--- src/rtl/led_debug_pager.sv ---
// led_debug_pager: pages probe words onto board LEDs with live/freeze/sticky/walking-one modes
module led_debug_pager #(
  parameter int LED_W           = 16,
  parameter int N_PAGES         = 8,
  parameter int SEL_W           = $clog2(N_PAGES),
  parameter int SYNC_STAGES     = 2,
  parameter int DEBOUNCE_CYCLES = 1_000_000,
  parameter int TICK_CYCLES     = 50_000_000
) (
  input  logic                       clk,
  input  logic                       rst,
  input  logic [N_PAGES*LED_W-1:0]   page_data,
  input  logic [SEL_W-1:0]           sel_sw,
  input  logic [1:0]                 mode_sw,
  input  logic                       btn_next,
  input  logic                       btn_clear,
  output logic [LED_W-1:0]           led,
  output logic [SEL_W-1:0]           page_idx,
  output logic                       heartbeat
);
  localparam int AW = SEL_W + 4;
  localparam int DW = $clog2(DEBOUNCE_CYCLES + 1);
  localparam int TW = $clog2(TICK_CYCLES + 1);
  localparam logic [DW-1:0] DMAX = DW'(DEBOUNCE_CYCLES - 1);
  localparam logic [TW-1:0] TMAX = TW'(TICK_CYCLES - 1);
  localparam logic [SEL_W-1:0] LAST = SEL_W'(N_PAGES - 1);
  logic [SYNC_STAGES*AW-1:0] sr;
  logic [SEL_W-1:0] sel_s, sel_prev, idx_prev;
  logic [1:0] mode_s, mode_prev, btn_s, deb, pulse;
  logic [DW-1:0] dcnt [2];
  logic [TW-1:0] tcnt;
  logic tick, reload;
  logic [LED_W-1:0] cur, snap, stk, walk, snap_n, stk_n, walk_n;
  assign {sel_s, mode_s, btn_s} = sr[SYNC_STAGES*AW-1 -: AW];
  assign tick = tcnt == TMAX;
  assign cur = page_data[page_idx*LED_W +: LED_W];
  // next values for the mode registers; a reload takes the current word outright
  always_comb begin
    reload = (mode_s != mode_prev) || (page_idx != idx_prev) || pulse[1];
    snap_n = reload ? cur : snap;
    stk_n  = reload ? cur : (stk | cur);
    walk_n = (mode_prev != 2'b11) ? LED_W'(1) : tick ? {walk[LED_W-2:0], walk[LED_W-1]} : walk;
  end
  // all asynchronous switches and buttons share one synchroniser shift chain
  always_ff @(posedge clk)
    sr <= rst ? '0 : {sr[(SYNC_STAGES-1)*AW-1:0], sel_sw, mode_sw, btn_clear, btn_next};
  // debouncers: state flips after DEBOUNCE_CYCLES of disagreement; pulse only on the rising flip
  always_ff @(posedge clk)
    if (rst) begin
      deb <= '0;
      pulse <= '0;
      for (int i = 0; i < 2; i++) dcnt[i] <= '0;
    end else
      for (int i = 0; i < 2; i++) begin
        pulse[i] <= 1'b0;
        if (btn_s[i] == deb[i]) dcnt[i] <= '0;
        else if (dcnt[i] == DMAX) begin
          deb[i] <= ~deb[i];
          dcnt[i] <= '0;
          pulse[i] <= ~deb[i];
        end else dcnt[i] <= dcnt[i] + 1'b1;
      end
  // page selection, tick/heartbeat and the per-mode LED registers
  always_ff @(posedge clk)
    if (rst) begin
      sel_prev <= '0;
      mode_prev <= '0;
      idx_prev <= '0;
      page_idx <= '0;
      tcnt <= '0;
      heartbeat <= 1'b0;
      snap <= '0;
      stk <= '0;
      walk <= LED_W'(1);
      led <= '0;
    end else begin
      sel_prev <= sel_s;
      mode_prev <= mode_s;
      idx_prev <= page_idx;
      tcnt <= tick ? '0 : tcnt + 1'b1;
      heartbeat <= heartbeat ^ tick;
      if (sel_s != sel_prev) page_idx <= (sel_s > LAST) ? LAST : sel_s;
      else if (pulse[0]) page_idx <= (page_idx == LAST) ? '0 : page_idx + 1'b1;
      if (mode_s == 2'b01) snap <= snap_n;
      if (mode_s == 2'b10) stk <= stk_n;
      if (mode_s == 2'b11) walk <= walk_n;
      led <= (mode_s == 2'b00) ? cur : (mode_s == 2'b01) ? snap_n : (mode_s == 2'b10) ? stk_n : walk_n;
    end
endmodule

--- config.mk ---
export PLATFORM = sky130hd
export DESIGN_NAME = led_debug_pager
export DESIGN_NICKNAME = d
export VERILOG_FILES = /design/src/rtl/led_debug_pager.sv
export SDC_FILE = /design/constraint.sdc
export NUM_CORES = 1
export LEC_CHECK = 0
export CAP_MARGIN = 20
export CORE_MARGIN = 1.5
export CORE_UTILIZATION = 53
export CTS_CLUSTER_DIAMETER = 200
export DETAILED_ROUTE_END_ITERATION = 10
export GPL_ROUTABILITY_DRIVEN = 0
export PLACE_DENSITY_LB_ADDON = 0.12
export REMOVE_ABC_BUFFERS = 1
export SLEW_MARGIN = 30
export SYNTH_ARGS = -nofsm -noshare
export SYNTH_HDL_FRONTEND = slang
export SYNTH_SLANG_ARGS = --single-unit
--- constraint.sdc ---
create_clock -name clk -period 2.8 [get_ports clk]
set_input_delay 0.28 -clock clk [delete_from_list [all_inputs] [get_ports clk]]
set_output_delay 0.28 -clock clk [all_outputs]
set_load 0.01 [all_outputs]
After elaboration in Yosys (flattened, before gate mapping)
Memories as Yosys holds them, arrays and structs flattened.
Cells that the tools add are included.
{ "totals": {"register_bits": 120, "mem_bits_rw": 40, "wordCells": 99, "mem_count": 1} }
{ "op_classes": {"n_addsub": 4, "magnitude_cmp": 1, "eq_ne": 13, "n_shift": 1, "n_mux": 41, "bitwise_logic": 14, "reduce_logical": 9} }
{ "memory_table": {"columns": ["name", "words", "word_bits", "rd", "rd_ports_with_merged_regs", "write_ports", "line", "source"], "rows": [
  ["dcnt", 2, 20, 2, 0, 2, "30", "logic [DW-1:0] dcnt [2];"]
]} }
{ "op_table": {"columns": ["cell", "n"], "rows": [
  ["$shiftx 128x8->16", 1],
  ["$mux 20", 6],
  ["$mux 16", 7],
  ["$add 20x1->20 const B", 2],
  ["$eq 20x20->1 const B", 2],
  ["$add 26x1->26 const B", 1],
  ["$eq 26x26->1 const B", 1],
  ["$mux 1", 24],
  ["$or 16x16->16", 1],
  ["$mux 3", 4],
  ["$ne 3x3->1", 2],
  ["$not 1->1", 6],
  ["$or 1x1->1", 6],
  ["$reduce_or 3->1", 2],
  ["$eq 2x2->1 const B", 2],
  ["$reduce_and 2->1", 2],
  ["$add 3x1->3 const B", 1],
  ["$eq 3x3->1 const B", 1],
  ["$gt 3x3->1 const B", 1],
  ["$eq 1x1->1", 2],
  ["$eq 2x1->1 const B", 1],
  ["$logic_not 2->1", 1],
  ["$logic_or 1x1->1", 2],
  ["$ne 2x2->1", 1],
  ["4 further kinds", 4]
]} }

Depth between registers and ports, before layout
Gate-level depths: netlist (run 1).
{ "logic_depth": {"word_depth": 7, "ltp_mapped": 9, "mapped_depth_nobuf": 6} }

Worst setup path before layout (run 1)
Ideal clock, no wire load.
{ "synth_timing": {"path_type": "register -> register", "from": "register page_idx[1]", "to": "register led[11]", "setup_time_ns": 0.125, "arrival_ns": 2.060, "setup_slack_ns": 0.614, "stages_incl_launch_ff": 8, "path_buffers": 2, "synth_period_minus_slack_ns": 2.186, "cell_sequence": "dfxtp_1 buf_2 buf_2 mux2_2 mux4_2 o21ai_0 a21oi_1 o41a_1"} }
{ "synth_via": {"elab_chain_cells": 7, "word_cells_on_any_way": 10, "classes_between": "1 x eq/ne; 1 x shift; 5 x mux; 1 x bitwise; 2 x reduce/logical"} }
{ "synth_rtl": {"columns": ["item", "line", "source"], "rows": [
  ["start, declared", "18", "output logic [SEL_W-1:0] page_idx,"],
  ["start signal, assigned", "82", "if (sel_s != sel_prev) page_idx <= (sel_s > LAST) ? LAST : sel_s;"],
  ["start signal, assigned", "83", "else if (pulse[0]) page_idx <= (page_idx == LAST) ? '0 : page_idx + 1'b1;"],
  ["branches (longest 6 deep; another with $shiftx 128x8->16)", null, null],
  ["$mux 16 (*)", "87", "led <= (mode_s == 2'b00) ? cur : (mode_s == 2'b01) ? snap_n : (mode_s == 2'b10) ? stk_n : walk_n;"],
  ["end signal, assigned", "87", null],
  ["end, declared", "17", "output logic [LED_W-1:0] led,"]
]} }
Every way passes the cells marked *.
A chain may end at the register's enable or synchronous reset.

Worst setup path in the final report (run 1)
{ "layout_timing": {"from": "register tcnt[9]", "to": "register led[5]"} }
{ "layout_via": {"elab_chain_cells": 6} }
{ "layout_rtl": {"columns": ["item", "line", "source"], "rows": [
  ["start, declared", "31", "logic [TW-1:0] tcnt;"],
  ["start signal, assigned", "80", "tcnt <= tick ? '0 : tcnt + 1'b1;"],
  ["$eq 26x26->1", "35", "assign tick = tcnt == TMAX;"],
  ["$mux 16 (2 in series)", "42", "walk_n = (mode_prev != 2'b11) ? LED_W'(1) : tick ? {walk[LED_W-2:0], walk[LED_W-1]} : walk;"],
  ["$mux 16 (3 in series)", "87", null]
]} }
No other way between the ends.

==> out/metrics.cfg, run 1 <==
[pwr]
p_comb_share_pct = 17.3
switching_share_pct = 25.0
cellPowerDensity_nw_per_um2 = 542
internal_power_uw = 4430
p_sw_uw = 1480
leakage_uw = 0.00378
share_seq_of_total_power_pct = 43.4
clkPwrFrac_pct = 39.3
ir_worst_vdd_mv = 0.440

[sta]
drv_slew = 0
period_share_pct = 89.8
holdWs_ns = 0.294
setup_violations = 0
finalCriticalPeriod_ns = 2.51
relSlewSlack_pct = 50.2
hold_viol_final = 0
skew_ns = 0.00817
rsz0062_at_grt = false
timing.fmax_ghz = 0.398
tightestPinTransition_ns = 0.745

[floorplan]
core_um2 = 15400
die_y_um = 129
rows = 45
die-area_um2 = 16600
dieWidth_um = 129
io_pins = 157
start_util_pct = 54.8

[global_routing]
grt_pass1_vias = 6674
gr-total-overflow = 0
antenna_found_initial = 0
grt_pass1_wl_um = 31700
grt_usage_pct = 23.9
grt_max_degree = 34

[final_layout]
area_delta_synth_final_pct = 29.4
final_nets = 1170
n_antenna_cell = 0
finalNonFillerCells = 1252
final_layout_size_suffix_gt1_share_pct = 12.1

[setup_path]
start_kind = flop
path_class = flop to flop
crit_family = simple AND/OR/NAND/NOR gates
crit_chain = or4_4 > nor4_4 > and2_1 > buf_4 > mux2i_1 > o221ai_1
path_buf_inv = 1
cp.required_ns = 3.09
slowest_delay_ns = 0.55
crit_fanout = 11
cp.arrival_ns = 2.80
worstSetupEndpointType = flop
cp_slowest_cell = or4_4

[clock_network]
htreeDepth = 4
cts_root_buffer = clkbuf_16
cts_tree = built
post_cts_resized = 0
clock_sinks = 160
post_cts_buffers = 0
clockBufferDepth = 2
insertion_delay_ns = 0.43
clk_transition_reported_paths_ns = 0.06
cts_buffers = 17
holdBufCountCts = 0

[synthesis]
yosysSeqAreaShare_pct = 42.8
synth_top_family_by_area = simple AND/OR/NAND/NOR gates
synthTopCellsByArea = dfxtp_1 29%, edfxtp_1 14%, mux4_2 7.5%
synth_cell_types = 58
synthArstFlopShare_pct = 0
synth_edf_count = 40
synth_area_leader_cell = dfxtp_1
synth_area_per_cell_um2 = 9.94
synthAdderAreaFrac_pct = 0.743
yosys_warnings = 0
netlist_instances = 847
synth.top_cells.by_count = 129 x nor2_1, 120 x dfxtp_1, 44 x nand2_1
synth_ff_type = dfxtp_1
syn-cell-area_um2 = 8420
synth_seq_cells = 160
muxShareOfSynthArea_pct = 15.6
yosys.area_share.xor_xnor_pct = 7.39
synth_compound_area_share_pct = 10.1
yosys.area_share.simple_pct = 19.3
yosysMostFrequentCell = nor2_1
yosysTopAreaCellShare_pct = 28.5

[drt]
drcViolationCount = 0
dr.pass1.iters = 5
drt_iter0_markers = 412
viasPerCell = 5.52
final_antenna_net_count = 0
num_vias = 6914
wirelength_um = 19000
wl_per_cell_um = 15.2

[job]
drv_cap = 0

[placement]
hpwl_um = 13400
dp.cells = 1220
port_buffers = 156

[status]
status = completed

[hold_path]
min_path_type = input port to flop

==> cell families (layout without fill, tap and decap cells) <==
family / count (synthesis) / in the layout
compound gates: 125 / 125
xor+xnor: 71 / 71
fa+ha+maj: 5 / 5
buf+inv: 73 / 228
flops: 160 / 160
mux: 93 / 93
other cells: 1 / 40
simple gates: 319 / 319
==> worst register-to-register path, stage by stage, from the launching register on <==
cell	delay, ns
dfxtp_1	0.34
or4_4	0.55
nor4_4	0.34
and2_1	0.48
buf_4	0.30
mux2i_1	0.23
o221ai_1	0.13
==> flip-flops by register name, indices dropped and copies added, names as in the netlist <==
| register | flops |
|---|---|
| idx_prev | 3 |
| sel_prev | 3 |
| led | 16 |
| pulse | 2 |
| deb | 2 |
| stk | 16 |
| walk | 16 |
| sr | 14 |
| tcnt | 26 |
| snap | 16 |
| dcnt | 40 |
| heartbeat | 1 |
| page_idx | 3 |
| mode_prev | 2 |
==> path summary, 6_finish.rpt <==
check	to	slack [ns]	startpoint	cells after the start
worst max register to register	led[5]	0.29	tcnt[9]	6
worst min-delay path	stk[4]	0.29	rst	2
worst min register to register	sr[13]	0.43	sr[6]	1
worst max-delay path	led[5]	0.29	tcnt[9]	6
==> per-stage QoR <==
stage,power (uW),setup slack (ns),setup TNS [ns],area (um^2),utilization [%]
after CTS,5940,0.277,0,10900,70.9
final,5900,0.286,0,10900,70.9
after global placement,3620,0.347,0,10300,67.0
after floorplan,3170,-0.893,-27.86,8290,-
after global routing,6130,0.143,0,10900,70.9
after detailed placement,3630,0.280,0,10300,67.0
==> power groups by stage <==
stage          clock network [uW]  registers [uW]  logic, uW
3_3_place_gp                    0            2610       1000
4_1_cts                      2350            2560       1020
3_5_place_dp                    0            2610       1010
6_report                     2320            2560       1020
5_1_grt                      2450            2570       1110
2_1_floorplan                   0            2650        515
==> cell type report <==
| class | count | area, um^2 |
|---|---|---|
| multi-input combinational | 653 | 4630 |
| clock inverter | 11 | 128 |
| timing repair buffer | 179 | 1740 |
| sequential | 160 | 3610 |
| tap | 211 | 264 |
| clock buffer | 21 | 462 |
| fill | 1257 | 4480 |
| inverter | 17 | 63.8 |
==> layer usage <==
| metal | global-route usage, % | wire, um |
|---|---|---|
| met2 | 40.6 | 9270 |
| met3 | 4.91 | 986 |
| met4 | 7.40 | 269 |
| met1 | 30.9 | 8450 |
| met5 | 0 | 0 |
==> cells in the final DEF, fill, tap and decap left out, drive strengths merged, types with 3 or more instances in the layout <==
| cell type | n |
|---|---|
| clkdlybuf4s50 | 155 |
| nor2 | 129 |
| dfxtp | 120 |
| nand2 | 44 |
| xnor2 | 43 |
| edfxtp | 40 |
| conb | 40 |
| mux2i | 37 |
| nand3 | 34 |
| a21oi | 29 |
| mux4 | 28 |
| mux2 | 28 |
| xor2 | 28 |
| buf | 24 |
| nor2b | 23 |
| clkbuf | 21 |
| nand4 | 20 |
| o21ai | 20 |
| inv | 20 |
| a211oi | 18 |
| a21o | 16 |
| nor4 | 15 |
| a22oi | 14 |
| o221ai | 13 |
| nor3 | 12 |
| nand2b | 8 |
| and3 | 8 |
| and4 | 6 |
| ha | 5 |
| o22a | 4 |
| or3 | 4 |
| clkinvlp | 4 |
| or2 | 4 |
| or4 | 3 |
(Power assumes the default switching activity.)
==> run 2: changes to the inputs <==
Settings changed: CORE_UTILIZATION 53 to 57, PLACE_DENSITY_LB_ADDON 0.12 to 0.2.
Clock period 2.8 ns to 2.9 ns, I/O delays scaled along.
==> run 2 against run 1 <==
  * Cell area shrank 0.13%
  * Largest cell class unchanged
  * Combinational power shrank 4%
  * Utilization grew 4.3 points
  * Highest routed layer unchanged
  * Flip-flop and latch count is the same
  * Clock skew grew 0.0016 ns
==> out/metrics.cfg, run 2 (same netlist as run 1, synthesis figures left out) <==
[clock_network]
cts_tree = built  ; unchanged
clock_sinks = 160  ; unchanged
post_cts_buffers = 0  ; unchanged
clk_transition_reported_paths_ns = 0.06  ; about the same
cts_root_buffer = clkbuf_16  ; unchanged
clockBufferDepth = 2  ; unchanged
holdBufCountCts = 0  ; unchanged
htreeDepth = 4  ; unchanged
cts_buffers = 17  ; unchanged
post_cts_resized = 0  ; unchanged
insertion_delay_ns = 0.43  ; about the same

[global_routing]
grt_pass1_wl_um = 33000  ; was 31,700 um
grt_pass1_vias = 7029  ; was 6,674
gr-total-overflow = 0  ; unchanged
grt_max_degree = 48  ; was 34
grt_usage_pct = 26.0  ; was 23.9%
antenna_found_initial = 0  ; unchanged

[drt]
wirelength_um = 19300  ; was 19,000 um
dr_wl_met2_um = 9670  ; was 9270 um
final_antenna_net_count = 0  ; unchanged
num_vias = 6934  ; was 6,914
drt_iter0_markers = 505  ; was 412
wl_met3_um = 1000  ; was 986 um
top_layer = met4  ; unchanged
wl_per_cell_um = 15.8  ; was 15.2 um
dr.pass1.iters = 5  ; unchanged
drcViolationCount = 0  ; unchanged
viasPerCell = 5.67  ; was 5.52
wl_met1_um = 8190  ; was 8450 um

[pwr]
ir_worst_vdd_mv = 0.455  ; was 0.440 mV
leakage_uw = 0.00379  ; was 0.00378 uW
cellPowerDensity_nw_per_um2 = 532  ; was 542 nW/um^2
power_uw = 5780  ; was 5900 uW

[final_layout]
layout_commonest_cell = clkdlybuf4s50_1  ; unchanged
area_delta_synth_final_pct = 29.2  ; was 29.4%
n_fill_cell = 1069  ; was 1,257
largest_reg_flops = 40  ; unchanged
final_layout_size_suffix_gt1_share_pct = 12.1  ; about the same
n_antenna_cell = 0  ; unchanged
final_cell_mix = 155 x clkdlybuf4s50_1, 129 x nor2_1, 118 x dfxtp_1, 44 x nand2_1, 43 x xnor2_1  ; unchanged
regMostFlops = dcnt  ; unchanged
largestRegisters = dcnt: 40 flops, tcnt: 26 flops  ; unchanged
fin_util_pct = 75.1  ; was 70.9%
final_nets = 1168  ; was 1,170

[setup_path]
start_kind = flop  ; unchanged
path_class = flop to flop  ; unchanged
crit_fanout = 12  ; was 11
crit_family = simple AND/OR/NAND/NOR gates  ; unchanged
cp_slowest_cell = nor4_1  ; was or4_4
crit_chain = ha_1 > inv_1 > or3_1 > nor4_1 > or3_1 > buf_4 > nor2_1  ; was or4_4 > nor4_4 > and2_1 > buf_4 > mux2i_1 > o221ai_1
worstRegToRegCells = 7  ; was 6
cpMostUsedCell = or3_1
worstSetupEndpointType = flop  ; unchanged
slowest_delay_ns = 0.61  ; was 0.55 ns
path_buf_inv = 2  ; was 1
cp.required_ns = 3.09  ; about the same
r2r-end = dcnt[1][5]  ; was led[5]
cp.arrival_ns = 2.62  ; was 2.80 ns
rr_startpoint = dcnt[1][0]  ; was tcnt[9]
crit_start = dcnt[1][0]  ; was tcnt[9]
r2r_slack_ns = 0.46  ; was 0.29 ns

[sta]
hold_viol_final = 0  ; unchanged
drv_slew = 0  ; unchanged
holdWs_ns = 0.236  ; was 0.294 ns
relSlewSlack_pct = 50.9  ; was 50.2%
finalCriticalPeriod_ns = 2.44  ; was 2.51 ns
rsz0062_at_grt = false  ; unchanged
setup_tns_ns = 0  ; unchanged
setup_ws_ns = 0.461  ; was 0.286 ns
timing.fmax_ghz = 0.410  ; was 0.398 GHz
setup_violations = 0  ; unchanged
skew_ns = 0.00974  ; was 0.00817 ns
period_share_pct = 84.1  ; was 89.8%
tightestPinTransition_ns = 0.730  ; was 0.745 ns

[hold_path]
min_path_type = input port to flop  ; unchanged
whs_endpoint = deb[1]  ; was stk[4]
worstHoldPathCells = 2  ; unchanged
worstHoldStart = rst  ; unchanged

[floorplan]
die-area_um2 = 15500  ; was 16,600 um^2
rows = 44  ; was 45
die_y_um = 125  ; was 129 um
start_util_pct = 58.1  ; was 54.8%
io_pins = 157  ; unchanged
dieWidth_um = 125  ; was 129 um
core_um2 = 14500  ; was 15,400 um^2

[job]
drv_cap = 0  ; unchanged

[placement]
port_buffers = 156  ; unchanged
hpwl_um = 13700  ; was 13,400 um
pre_cts_slack_ns = 0.470  ; was 0.280 ns

[status]
status = completed  ; unchanged

-- run 2: power breakdown --
group | internal, uW | switching [uW] | leakage (uW) | total, uW
registers | 2390 | 88.2 | 0.00139 | 2480
logic | 554 | 429 | 0.00210 | 983
clock network | 1450 | 871 | 0.000295 | 2320
-- run 2: final cells by class --
cell class / instances / area [um^2] / share of cell area [%]
multi-input cells: 653 / 4630 / 42.6
flip-flops and latches: 160 / 3610 / 33.1
repair buffers: 177 / 1730 / 15.9
clock buffers: 23 / 489 / 4.50
well taps: 184 / 230 / 2.12
clock inverters: 9 / 131 / 1.21
inverters: 17 / 63.8 / 0.587
-- run 2: layer usage --
layer,global-route usage (%),vias up
met4,10.2,0
met3,6.10,44
met2,44.5,235
li1,-,3376
met1,31.6,3279
met5,0,-
-- run 2: how the worst max path moves through the flow --
stage / to / slack, ns / cells after the start
6_report: dcnt[1][5] / 0.46 / 7
4_1_cts: dcnt[1][4] / 0.44 / 7
5_1_grt: dcnt[1][5] / 0.31 / 7
3_5_place_dp: dcnt[1][4] / 0.47 / 7
2_1_floorplan: snap[15] / -0.79 / 5
3_3_place_gp: dcnt[1][13] / 0.52 / 7
-- run 2: stage by stage --
stage,instance area [um^2],cells
4_1_cts,10900,1223
2_1_floorplan,8290,830
3_5_place_dp,10300,1191
5_1_grt,10900,1223
6_report,10900,1223
3_3_place_gp,10300,1191
==> run 3: changes to the inputs <==
Settings changed: CORE_UTILIZATION 57 to 48.
Clock period 2.9 ns to 2.2 ns, I/O delays scaled along.
==> run 3 against run 2 <==
  * Hold slack got worse by 0.049 ns
  * Critical endpoint is now led[11]
  * Highest routed layer unchanged
  * Via count fell by 0.63%
  * Critical path depth fell by 1
==> out/metrics.cfg, run 3 (same netlist as run 1, synthesis figures left out) <==
[pwr]
clkPwrFrac_pct = 39.4  ; was 40.1%
leakage_uw = 0.00400  ; was 0.00379 uW
power_uw = 7640  ; was 5780 uW
p_sw_uw = 1870  ; was 1390 uW
internal_power_uw = 5780  ; was 4400 uW
share_seq_of_total_power_pct = 42.6  ; was 42.9%
cellPowerDensity_nw_per_um2 = 677  ; was 532 nW/um^2
switching_share_pct = 24.4  ; was 24.0%
p_comb_share_pct = 18.0  ; was 17.0%
ir_worst_vdd_mv = 0.444  ; was 0.455 mV

[placement]
port_buffers = 156  ; unchanged
hpwl_um = 14300  ; was 13,700 um
pre_cts_slack_ns = -0.00564  ; was 0.470 ns
dp.cells = 1265  ; was 1,191

[final_layout]
fin_util_pct = 65.5  ; was 75.1%
largestRegisters = dcnt: 40 flops, tcnt: 26 flops  ; unchanged
regMostFlops = dcnt  ; unchanged
largest_reg_flops = 40  ; unchanged
final_layout_size_suffix_gt1_share_pct = 15.9  ; was 12.1%
n_antenna_cell = 0  ; unchanged
layout_commonest_cell = clkdlybuf4s50_1  ; unchanged
final_nets = 1202  ; was 1,168
finalNonFillerCells = 1298  ; was 1,223
final_cell_mix = 155 x clkdlybuf4s50_1, 129 x nor2_1, 115 x dfxtp_1, 46 x buf_4, 44 x nand2_1  ; was 155 x clkdlybuf4s50_1, 129 x nor2_1, 118 x dfxtp_1, 44 x nand2_1, 43 x xnor2_1
area_delta_synth_final_pct = 34.2  ; was 29.2%

[setup_path]
start_kind = flop  ; unchanged
slowest_delay_ns = 0.55  ; was 0.61 ns
crit_fanout = 8  ; was 12
cp.arrival_ns = 2.45  ; was 2.62 ns
crit_chain = or4bb_4 > nor4_4 > and2_4 > buf_6 > nor2_1 > o41a_1  ; was ha_1 > inv_1 > or3_1 > nor4_1 > or3_1 > buf_4 > nor2_1
cp_slowest_cell = or4bb_4  ; was nor4_1
cp.required_ns = 2.50  ; was 3.09 ns
path_buf_inv = 1  ; was 2
crit_family = simple AND/OR/NAND/NOR gates  ; unchanged
worstSetupEndpointType = flop  ; unchanged
path_class = flop to flop  ; unchanged

[drt]
dr.pass1.iters = 5  ; unchanged
viasPerCell = 5.31  ; was 5.67
wl_per_cell_um = 15.0  ; was 15.8 um
num_vias = 6890  ; was 6,934
drcViolationCount = 0  ; unchanged
final_antenna_net_count = 0  ; unchanged
wirelength_um = 19500  ; was 19,300 um
drt_iter0_markers = 385  ; was 505

[job]
drv_cap = 0  ; unchanged

[sta]
setup_ws_ns = 0.0582  ; was 0.461 ns
relSlewSlack_pct = 58.4  ; was 50.9%
period_share_pct = 97.4  ; was 84.1%
timing.fmax_ghz = 0.467  ; was 0.410 GHz
setup_violations = 0  ; unchanged
setup_tns_ns = 0  ; unchanged
skew_ns = 0.00841  ; was 0.00974 ns
rsz0062_at_grt = true  ; was false
tightestPinTransition_ns = 0.619  ; was 0.730 ns
finalCriticalPeriod_ns = 2.14  ; was 2.44 ns
hold_viol_final = 0  ; unchanged
drv_slew = 0  ; unchanged

[global_routing]
grt_max_degree = 33  ; was 48
gr-total-overflow = 0  ; unchanged
grt_pass1_vias = 6777  ; was 7,029
grt_usage_pct = 22.1  ; was 26.0%
grt_pass1_wl_um = 32200  ; was 33,000 um
antenna_found_initial = 0  ; unchanged

[clock_network]
clk_transition_reported_paths_ns = 0.06  ; about the same
cts_buffers = 17  ; unchanged
cts_root_buffer = clkbuf_16  ; unchanged
htreeDepth = 4  ; unchanged
clockBufferDepth = 2  ; unchanged
cts_tree = built  ; unchanged
clock_sinks = 160  ; unchanged
insertion_delay_ns = 0.42  ; was 0.43 ns
holdBufCountCts = 0  ; unchanged

[floorplan]
core_um2 = 17200  ; was 14,500 um^2
die_y_um = 135  ; was 125 um
io_pins = 157  ; unchanged
die-area_um2 = 18300  ; was 15,500 um^2
rows = 48  ; was 44
dieWidth_um = 135  ; was 125 um
start_util_pct = 48.8  ; was 58.1%

[hold_path]
min_path_type = input port to flop  ; unchanged

[status]
status = completed  ; unchanged

[run 3: cell types whose count changed in the layout (fill, tap and decap cells not counted), moves of 3 or more]
cell | previous run | this run
buf_4 | 20 | 46
clkbuf_8 | 2 | 5
dfxtp_1 | 118 | 115
buf_12 | 1 | 6
dfxtp_2 | 2 | 5
buf_6 | 0 | 3
[run 3: final timing paths]
kind | slack [ns] | cells after the start | from | end
setup / recovery | 0.06 | 6 | tcnt[12] | led[11]
setup reg to reg | 0.06 | 6 | tcnt[12] | led[11]
hold / removal | 0.19 | 2 | rst | stk[14]
hold reg to reg | 0.44 | 1 | sr[0] | sr[7]
[run 3: power by group through the flow]
| stage | clock network (uW) | logic, uW | registers [uW] |
|---|---|---|---|
| after floorplan | 0 | 655 | 3370 |
| after global placement | 0 | 1350 | 3320 |
| after detailed placement | 0 | 1370 | 3320 |
| after CTS | 3050 | 1380 | 3260 |
| after global routing | 3170 | 1490 | 3270 |
| final | 3010 | 1380 | 3260 |
[run 3: stage by stage]
stage | hold slack, ns | cell area (um^2)
detailed placement | 0.424 | 10600
global route | 0.185 | 11300
global placement | 0.416 | 10600
CTS | 0.178 | 11200
finish | 0.187 | 11300
floorplan | 0.289 | 8290
[run 3: area by class of cell]
| cell class | count | area, um^2 |
|---|---|---|
| fillers | 1396 | 5940 |
| well taps | 225 | 282 |
| clock inverters | 6 | 65.1 |
| multi-input cells | 653 | 4660 |
| repair buffers | 211 | 2060 |
| inverters | 17 | 63.8 |
| flip-flops and latches | 160 | 3610 |
| clock buffers | 26 | 552 |
[run 3: per-layer routing]
layer,vias to the layer above,GRT usage (%),wire length [um]
li1,3441,-,-
met1,3254,28.4,8700
met2,173,37.6,9510
met3,22,4.49,1000
met4,0,6.81,256
met5,-,0,0
[run 3: timing repair]
item / 4_1_cts / 5_1_grt
gates resized for setup: 1 / 12
pin swaps: 0 / 2
hold endpoints to repair: 0 / 0
setup endpoints to repair: 1 / 29
buffers inserted: 0 / 1
